===== config.mk =====
export PLATFORM = sky130hd
export DESIGN_NAME = debounce_bank
export DESIGN_NICKNAME = d
export VERILOG_FILES = /design/src/rtl/debounce_pkg.sv /design/src/rtl/debounce_channel.sv /design/src/rtl/debounce_bank.sv
export SDC_FILE = /design/constraint.sdc
export NUM_CORES = 1
export LEC_CHECK = 0
export ABC_CLOCK_PERIOD_IN_PS = 1900
export CAP_MARGIN = 20
export CORE_MARGIN = 4
export CORE_UTILIZATION = 46
export DETAILED_ROUTE_END_ITERATION = 6
export PLACE_DENSITY = 0.65
export SLEW_MARGIN = 20
export SYNTH_ARGS = -nofsm -noshare
export SYNTH_HDL_FRONTEND = slang
export SYNTH_SLANG_ARGS = --single-unit

===== constraint.sdc =====
create_clock -name clk -period 1.9 [get_ports clk]
set_input_delay 0.19 -clock clk [delete_from_list [all_inputs] [get_ports clk]]
set_output_delay 0.19 -clock clk [all_outputs]
set_load 0.02 [all_outputs]

===== src/rtl/debounce_pkg.sv =====
`default_nettype none
// ============================================================================
//  Module   : debounce_pkg
//  Brief    : Shared timing defaults and counter-width helper for debounce_bank.
//  Revision : 1.0
// ============================================================================
package debounce_pkg;

    // Defaults for a 50 MHz board: 100 ms debounce, 1 s repeat delay, 200 ms period.
    localparam int unsigned c_debounce_time_default = 5_000_000;
    localparam int unsigned c_repeat_delay_default  = 50_000_000;
    localparam int unsigned c_repeat_period_default = 10_000_000;

    // Bits needed to hold values 0..n; never less than one bit.
    function automatic int cnt_width(input int unsigned n);
        return (n < 1) ? 1 : $clog2(n + 1);
    endfunction

endpackage : debounce_pkg
`default_nettype wire


===== src/rtl/debounce_channel.sv =====
`default_nettype none
// ============================================================================
//  Module   : debounce_channel
//  Brief    : One switch channel: synchroniser, stability-count debounce,
//             press/release strobes and optional auto-repeat.
//  Revision : 1.0
// ============================================================================
module debounce_channel
    import debounce_pkg::*;
#(
    parameter int unsigned DEBOUNCE_TIME = c_debounce_time_default,
    parameter int unsigned SYNC_STAGES   = 2,
    parameter logic        RESET_LEVEL   = 1'b0,
    parameter bit          REPEAT_EN     = 1'b0,
    parameter int unsigned REPEAT_DELAY  = c_repeat_delay_default,
    parameter int unsigned REPEAT_PERIOD = c_repeat_period_default
) (
    input  logic clk,
    input  logic rst,
    input  logic sw_in,
    output logic sw_debounced,
    output logic press,
    output logic sw_release
);

    localparam int c_cnt_w = cnt_width(DEBOUNCE_TIME);
    localparam int c_rpt_w = cnt_width((REPEAT_DELAY > REPEAT_PERIOD) ? REPEAT_DELAY
                                                                      : REPEAT_PERIOD);
    localparam logic [c_cnt_w-1:0] c_db_last     = c_cnt_w'(DEBOUNCE_TIME - 1);
    localparam logic [c_rpt_w-1:0] c_delay_last  = c_rpt_w'(REPEAT_DELAY - 1);
    localparam logic [c_rpt_w-1:0] c_period_last = c_rpt_w'(REPEAT_PERIOD - 1);

    logic [SYNC_STAGES-1:0] r_sync;
    logic [c_cnt_w-1:0]     r_cnt;
    logic [c_rpt_w-1:0]     r_rpt;
    logic                   r_first;
    logic                   r_state;
    logic                   r_press;
    logic                   r_release;

    logic                   w_s;
    logic                   w_accept;
    logic                   w_rpt_fire;
    logic [c_rpt_w-1:0]     w_rpt_limit;

    assign w_s         = r_sync[SYNC_STAGES-1];
    assign w_accept    = (w_s != r_state) && (r_cnt == c_db_last);
    assign w_rpt_limit = r_first ? c_delay_last : c_period_last;
    // An accepted change always outranks a repeat tick falling on the same cycle.
    assign w_rpt_fire  = REPEAT_EN && r_state && !w_accept && (r_rpt == w_rpt_limit);

    always_ff @(posedge clk) begin
        if (rst) begin
            r_sync    <= {SYNC_STAGES{RESET_LEVEL}};
            r_state   <= RESET_LEVEL;
            r_cnt     <= '0;
            r_rpt     <= '0;
            r_first   <= 1'b1;
            r_press   <= 1'b0;
            r_release <= 1'b0;
        end else begin
            r_sync    <= {r_sync[SYNC_STAGES-2:0], sw_in};
            r_press   <= 1'b0;
            r_release <= 1'b0;

            if (w_s == r_state) begin
                r_cnt <= '0;
            end else if (w_accept) begin
                r_state   <= w_s;
                r_cnt     <= '0;
                r_press   <= w_s;
                r_release <= ~w_s;
            end else begin
                r_cnt <= r_cnt + 1'b1;
            end

            if (!REPEAT_EN || !r_state || w_accept) begin
                r_rpt   <= '0;
                r_first <= 1'b1;
            end else if (w_rpt_fire) begin
                r_press <= 1'b1;
                r_rpt   <= '0;
                r_first <= 1'b0;
            end else begin
                r_rpt <= r_rpt + 1'b1;
            end
        end
    end

    assign sw_debounced = r_state;
    assign press        = r_press;
    assign sw_release   = r_release;

endmodule : debounce_channel
`default_nettype wire


===== src/rtl/debounce_bank.sv =====
`default_nettype none
// ============================================================================
//  Module   : debounce_bank
//  Brief    : N independent front-panel switch conditioners. The release strobe
//             port is named sw_release because "release" is a reserved word.
//  Revision : 1.0
// ============================================================================
module debounce_bank
    import debounce_pkg::*;
#(
    parameter int unsigned          CHANNELS      = 4,
    parameter int unsigned          DEBOUNCE_TIME = c_debounce_time_default,
    parameter int unsigned          SYNC_STAGES   = 2,
    parameter logic                 RESET_LEVEL   = 1'b0,
    parameter logic [CHANNELS-1:0]  REPEAT_MASK   = '0,
    parameter int unsigned          REPEAT_DELAY  = c_repeat_delay_default,
    parameter int unsigned          REPEAT_PERIOD = c_repeat_period_default
) (
    input  logic                clk,
    input  logic                rst,
    input  logic [CHANNELS-1:0] sw_in,
    output logic [CHANNELS-1:0] sw_debounced,
    output logic [CHANNELS-1:0] press,
    output logic [CHANNELS-1:0] sw_release
);

    for (genvar i = 0; i < CHANNELS; i++) begin : g_chan
        debounce_channel #(
            .DEBOUNCE_TIME (DEBOUNCE_TIME),
            .SYNC_STAGES   (SYNC_STAGES),
            .RESET_LEVEL   (RESET_LEVEL),
            .REPEAT_EN     (REPEAT_MASK[i]),
            .REPEAT_DELAY  (REPEAT_DELAY),
            .REPEAT_PERIOD (REPEAT_PERIOD)
        ) u_chan (
            .clk          (clk),
            .rst          (rst),
            .sw_in        (sw_in[i]),
            .sw_debounced (sw_debounced[i]),
            .press        (press[i]),
            .sw_release   (sw_release[i])
        );
    end : g_chan

endmodule : debounce_bank
`default_nettype wire


==> metrics.md <==
| Metric | Value |
|---|---|
| Total Power | 3920 uW |
| Die Wd | between 100 and 150 um |
| Largest net degree at the start of global routing | 24 |
| Final net count | 618 |
| RR Startpoint | g_chan[2].u_chan.r_cnt[0]$_SDFF_PP0_ |
| Worst rel slew slack | between 60% and 70% |
| Cell area after synthesis | 4920 um2 |
| MaxCap Viol Count | 0 |
| H-tree Lvls | 3 |
| M1 GR Usage | approximately a fifth |
| GRT Overall Usage | around 16% |
| Synth Area in Compound Gates | between 10 and 15% |
| PwrDens | ~680 nW/um2 |
| Root buf cell | clkbuf_8 |
| Pleak | ~0.0017 uW |
| Layout area overhead | 16.5% |
| Cts hold-fix bufs | 0 |
| Register area share after synthesis | 45.6% |
| Failing checks | negative setup slack |
| Inserted Clock Buffers | 9 |
| Number of global-route vias before repair | approximately 3,900 |
| Final Hold Violating Endpoints | 0 |
| Routed WL | around 10000 um |
| Die Span Y | ~110 um |
| Min-Delay Endpoint | g_chan[0].u_chan.r_sync[0]$_SDFF_PP0_ |
| Wire length of the first global-routing pass | about 17,000 um |
| Top Usage Layer GRT | met2 |
| CP endpoint kind | flip-flop |
| DRC errors left | 0 |
| Flip-flop and latch area | 2250 um2 |
| Syn nets | 577 |
| Reg2reg end | g_chan[2].u_chan.r_cnt[16]$_SDFF_PP0_ |
| Cell Rows | 37 |
| Worst reg2reg path depth | 6 |
| Minimum clock period | roughly 1.9 ns |
| Num ports | 18 |
| Worst-path maximum fanout | 6 |
| Hpwl dp | 6910 um |
| Number of I/O port buffers | 17 |
| Initial antenna violation count | 0 |
| Min-delay src | sw_in[0] |
| Number of clock sinks | between 100 and 150 |
| Clock skew | roughly 0.0086 ns |
| GRT Residual Overflow | 0 |
| TritonCTS clock tree | built |
| CP Cell Sequence | ha_4 -> nand3_4 -> or4_4 -> buf_4 -> or3_4 -> a21oi_2 |
| Worst min path class | primary input to flip-flop |
| WS Path Type | flip-flop to flip-flop |
| Status | finished with violations |
| Post-synthesis register bit count | between 100 and 150 |
| Required time of the critical path | about 2.2 ns |
| Area of the multi-input gates | around 2500 um2 |
| Synth cell types | 31 |
| Slew @ Worst Pin | about 0.55 ns |
| Peak supply drop | 0.409 mV |
| Reg-to-reg slack, setup | -0.02 ns |
| F_max | ~0.52 GHz |
| DRT antenna net count | 0 |
| Number of synthesis warnings | 0 |
| Post-synthesis mux area share | 0% |
| # fillers | between 900 and 1,000 |
| Largest delay contributor family on the critical path | simple AND/OR/NAND/NOR gates |
| Post-route setup slack | -0.0156 ns |
| Ant. Diodes | 0 |
| WL per Instance | 13.3 um |
| Crit path buffers/inverters | 1 |
| Iteration count of the initial detailed-routing pass | 4 |
| Main synth FF type | dfxtp_1 |
| Setup violators final | 1 |
| Xor-xnor portion of the synthesized cell area | around 9% |
| Total Die Area | 12,400 um2 |
| Arr. time, crit path | between 2 and 2.5 ns |
| Hold path depth | 2 |
| GPL Wtd Cong | between 0.8 and 0.9 |
| Post-Synth Adder-Cell Area | 1.02% |
| Mapped Cells | 567 |
| EDFF count, synth | 0 |
| RSZ-0062 raised after global routing | yes |
| Startpoint types | flip-flop |
| Slowest stage delay, CP | roughly 0.52 ns |
| Syn Area/Cell | around 8.7 um2 |
| Clk_lat worst skew | between 0.3 and 0.4 ns |
| Simple-gate share of the synthesized area | between 20% and 30% |
| Initial Util | between 40% and 50% |
| Vias per cell | approximately 5.4 |
| Worst-path clk slew | roughly 0.10 ns |
| Fin. max-slew vios | 0 |
| Async SR Flop Fraction | 0% |
| Grt met3 use | slightly below 4% |
| Vias | slightly above 4,000 |
| Final period utilization | 101% |
| Initial DRC count | ~210 |
| Global-route met2 utilization | 26.5% |
| Slowest cell on crit path | or4_4 |
| Clk buf depth | 2 |
| Largest family of logic cells by synthesized area | simple AND/OR/NAND/NOR gates |
| Core area | 10,400 um2 |
| Layout cells sized above 1 | 13.9% |
| WHS | between 0.3 and 0.4 ns |
state kept, by name, indices dropped and copies added (netlist names):
signal / cells
g_chan.u_chan.r_sync: 8
g_chan.u_chan.sw_release: 4
g_chan.u_chan.sw_debounced: 4
g_chan.u_chan.press: 4
g_chan.u_chan.r_cnt: 92
final cells by class:
| cell class | instances | share of cell area [%] |
|---|---|---|
| well taps | 136 | 2.97 |
| clock inverters | 4 | 1.22 |
| inverters | 18 | 1.18 |
| flip-flops and latches | 112 | 39.3 |
| repair buffers | 65 | 9.28 |
| multi-input cells | 402 | 43.8 |
| clock buffers | 11 | 2.29 |
cells by family (layout without fill, tap and decap cells):
family,count (synthesis),in the layout
AO/OA/AOI/OAI,88,88
XOR/XNOR,50,50
adder cells (fa/ha/maj),4,4
buffers and inverters,53,98
flip-flops,112,112
AND/OR/NAND/NOR,260,260
through the flow:
step | setup slack [ns] | std cells | util, % | TNS (ns) | cell area [um2]
after floorplan | 0.0174 | 567 | - | 0 | 4950
after global placement | 0.0514 | 728 | 52.2 | 0 | 5420
after detailed placement | -0.00854 | 728 | 52.2 | -0.00986 | 5420
after CTS | 0.0167 | 743 | 54.3 | 0 | 5630
after global routing | -0.0526 | 748 | 55.2 | -0.536 | 5730
final | -0.0156 | 748 | 55.2 | -0.0156 | 5730
per-layer routing:
layer | vias up | share of wire, %
met3 | 19 | 3.1
met2 | 42 | 47
met4 | 0 | 2.1
met5 | - | 0
li1 | 2096 | -
met1 | 1882 | 48
worst max-delay path by stage:
stage                                     startpoint                               endpoint  slack [ns]  cells past startpoint
3_3_place_gp   g_chan[2].u_chan.r_cnt[12]$_SDFF_PP0_  g_chan[2].u_chan.r_cnt[13]$_SDFF_PP0_        0.05                      5
2_1_floorplan   g_chan[2].u_chan.r_cnt[1]$_SDFF_PP0_  g_chan[2].u_chan.r_cnt[22]$_SDFF_PP0_        0.02                      6
3_5_place_dp    g_chan[2].u_chan.r_cnt[0]$_SDFF_PP0_  g_chan[2].u_chan.r_cnt[16]$_SDFF_PP0_      -0.009                      6
5_1_grt         g_chan[2].u_chan.r_cnt[0]$_SDFF_PP0_  g_chan[2].u_chan.r_cnt[16]$_SDFF_PP0_       -0.05                      6
6_report        g_chan[2].u_chan.r_cnt[0]$_SDFF_PP0_  g_chan[2].u_chan.r_cnt[16]$_SDFF_PP0_       -0.02                      6
4_1_cts         g_chan[2].u_chan.r_cnt[0]$_SDFF_PP0_  g_chan[2].u_chan.r_cnt[16]$_SDFF_PP0_        0.02                      6
cells in the mapped netlist (5+ instances only):
cell	instances	area share [%]
nor4b_1	6	1.1
inv_1	18	1.4
xnor2_1	26	4.6
or4_1	28	4.3
xor2_1	24	4.3
nor2b_1	9	1.1
dfxtp_1	112	46
o21ai_0	20	2.0
nor4_1	14	1.8
buf_2	6	0.61
a21oi_1	42	4.3
or2_2	5	0.64
o31ai_1	22	3.4
and4_1	6	1.1
clkbuf_1	16	1.2
or3_1	24	3.1
nand4_1	23	2.9
nand2_1	29	2.2
and3_1	12	1.5
nor2_1	60	4.6
buf_4	12	1.8
nand3_1	27	2.7
nor3_1	8	0.81
and2_1	5	0.64
where the power goes:
part	switching, uW	total [uW]	leakage, uW	internal (uW)
Combinational	34.7	62.4	0.000717	27.7
Sequential	7.08	2360	0.000905	2350
Clock	759	1490	0.000103	733
repair_timing:
item,in CTS,in global routing
setup endpoints to repair,15,77
cloned,0,1
pin swaps,0,6
gates resized for setup,4,15
setup buffers,0,4
cells in the final DEF, fill, tap and decap left out, types with 6 or more instances in the layout:
| cell | synthesis | final |
|---|---|---|
| a21oi_1 | 42 | 41 |
| and4_1 | 6 | 6 |
| nand3_1 | 27 | 25 |
| nor3_1 | 8 | 8 |
| xor2_1 | 24 | 24 |
| inv_1 | 18 | 18 |
| nor4b_1 | 6 | 6 |
| clkdlybuf4s50_1 | 0 | 17 |
| or4_1 | 28 | 23 |
| and3_1 | 12 | 12 |
| dfxtp_1 | 112 | 109 |
| o21ai_0 | 20 | 20 |
| xnor2_1 | 26 | 26 |
| or3_1 | 24 | 22 |
| o31ai_1 | 22 | 22 |
| nor2b_1 | 9 | 9 |
| buf_4 | 12 | 46 |
| nand4_1 | 23 | 23 |
| nor4_1 | 14 | 13 |
| clkbuf_8 | 0 | 9 |
| nand2_1 | 29 | 29 |
| nor2_1 | 60 | 60 |
(Power assumes the default switching activity.)
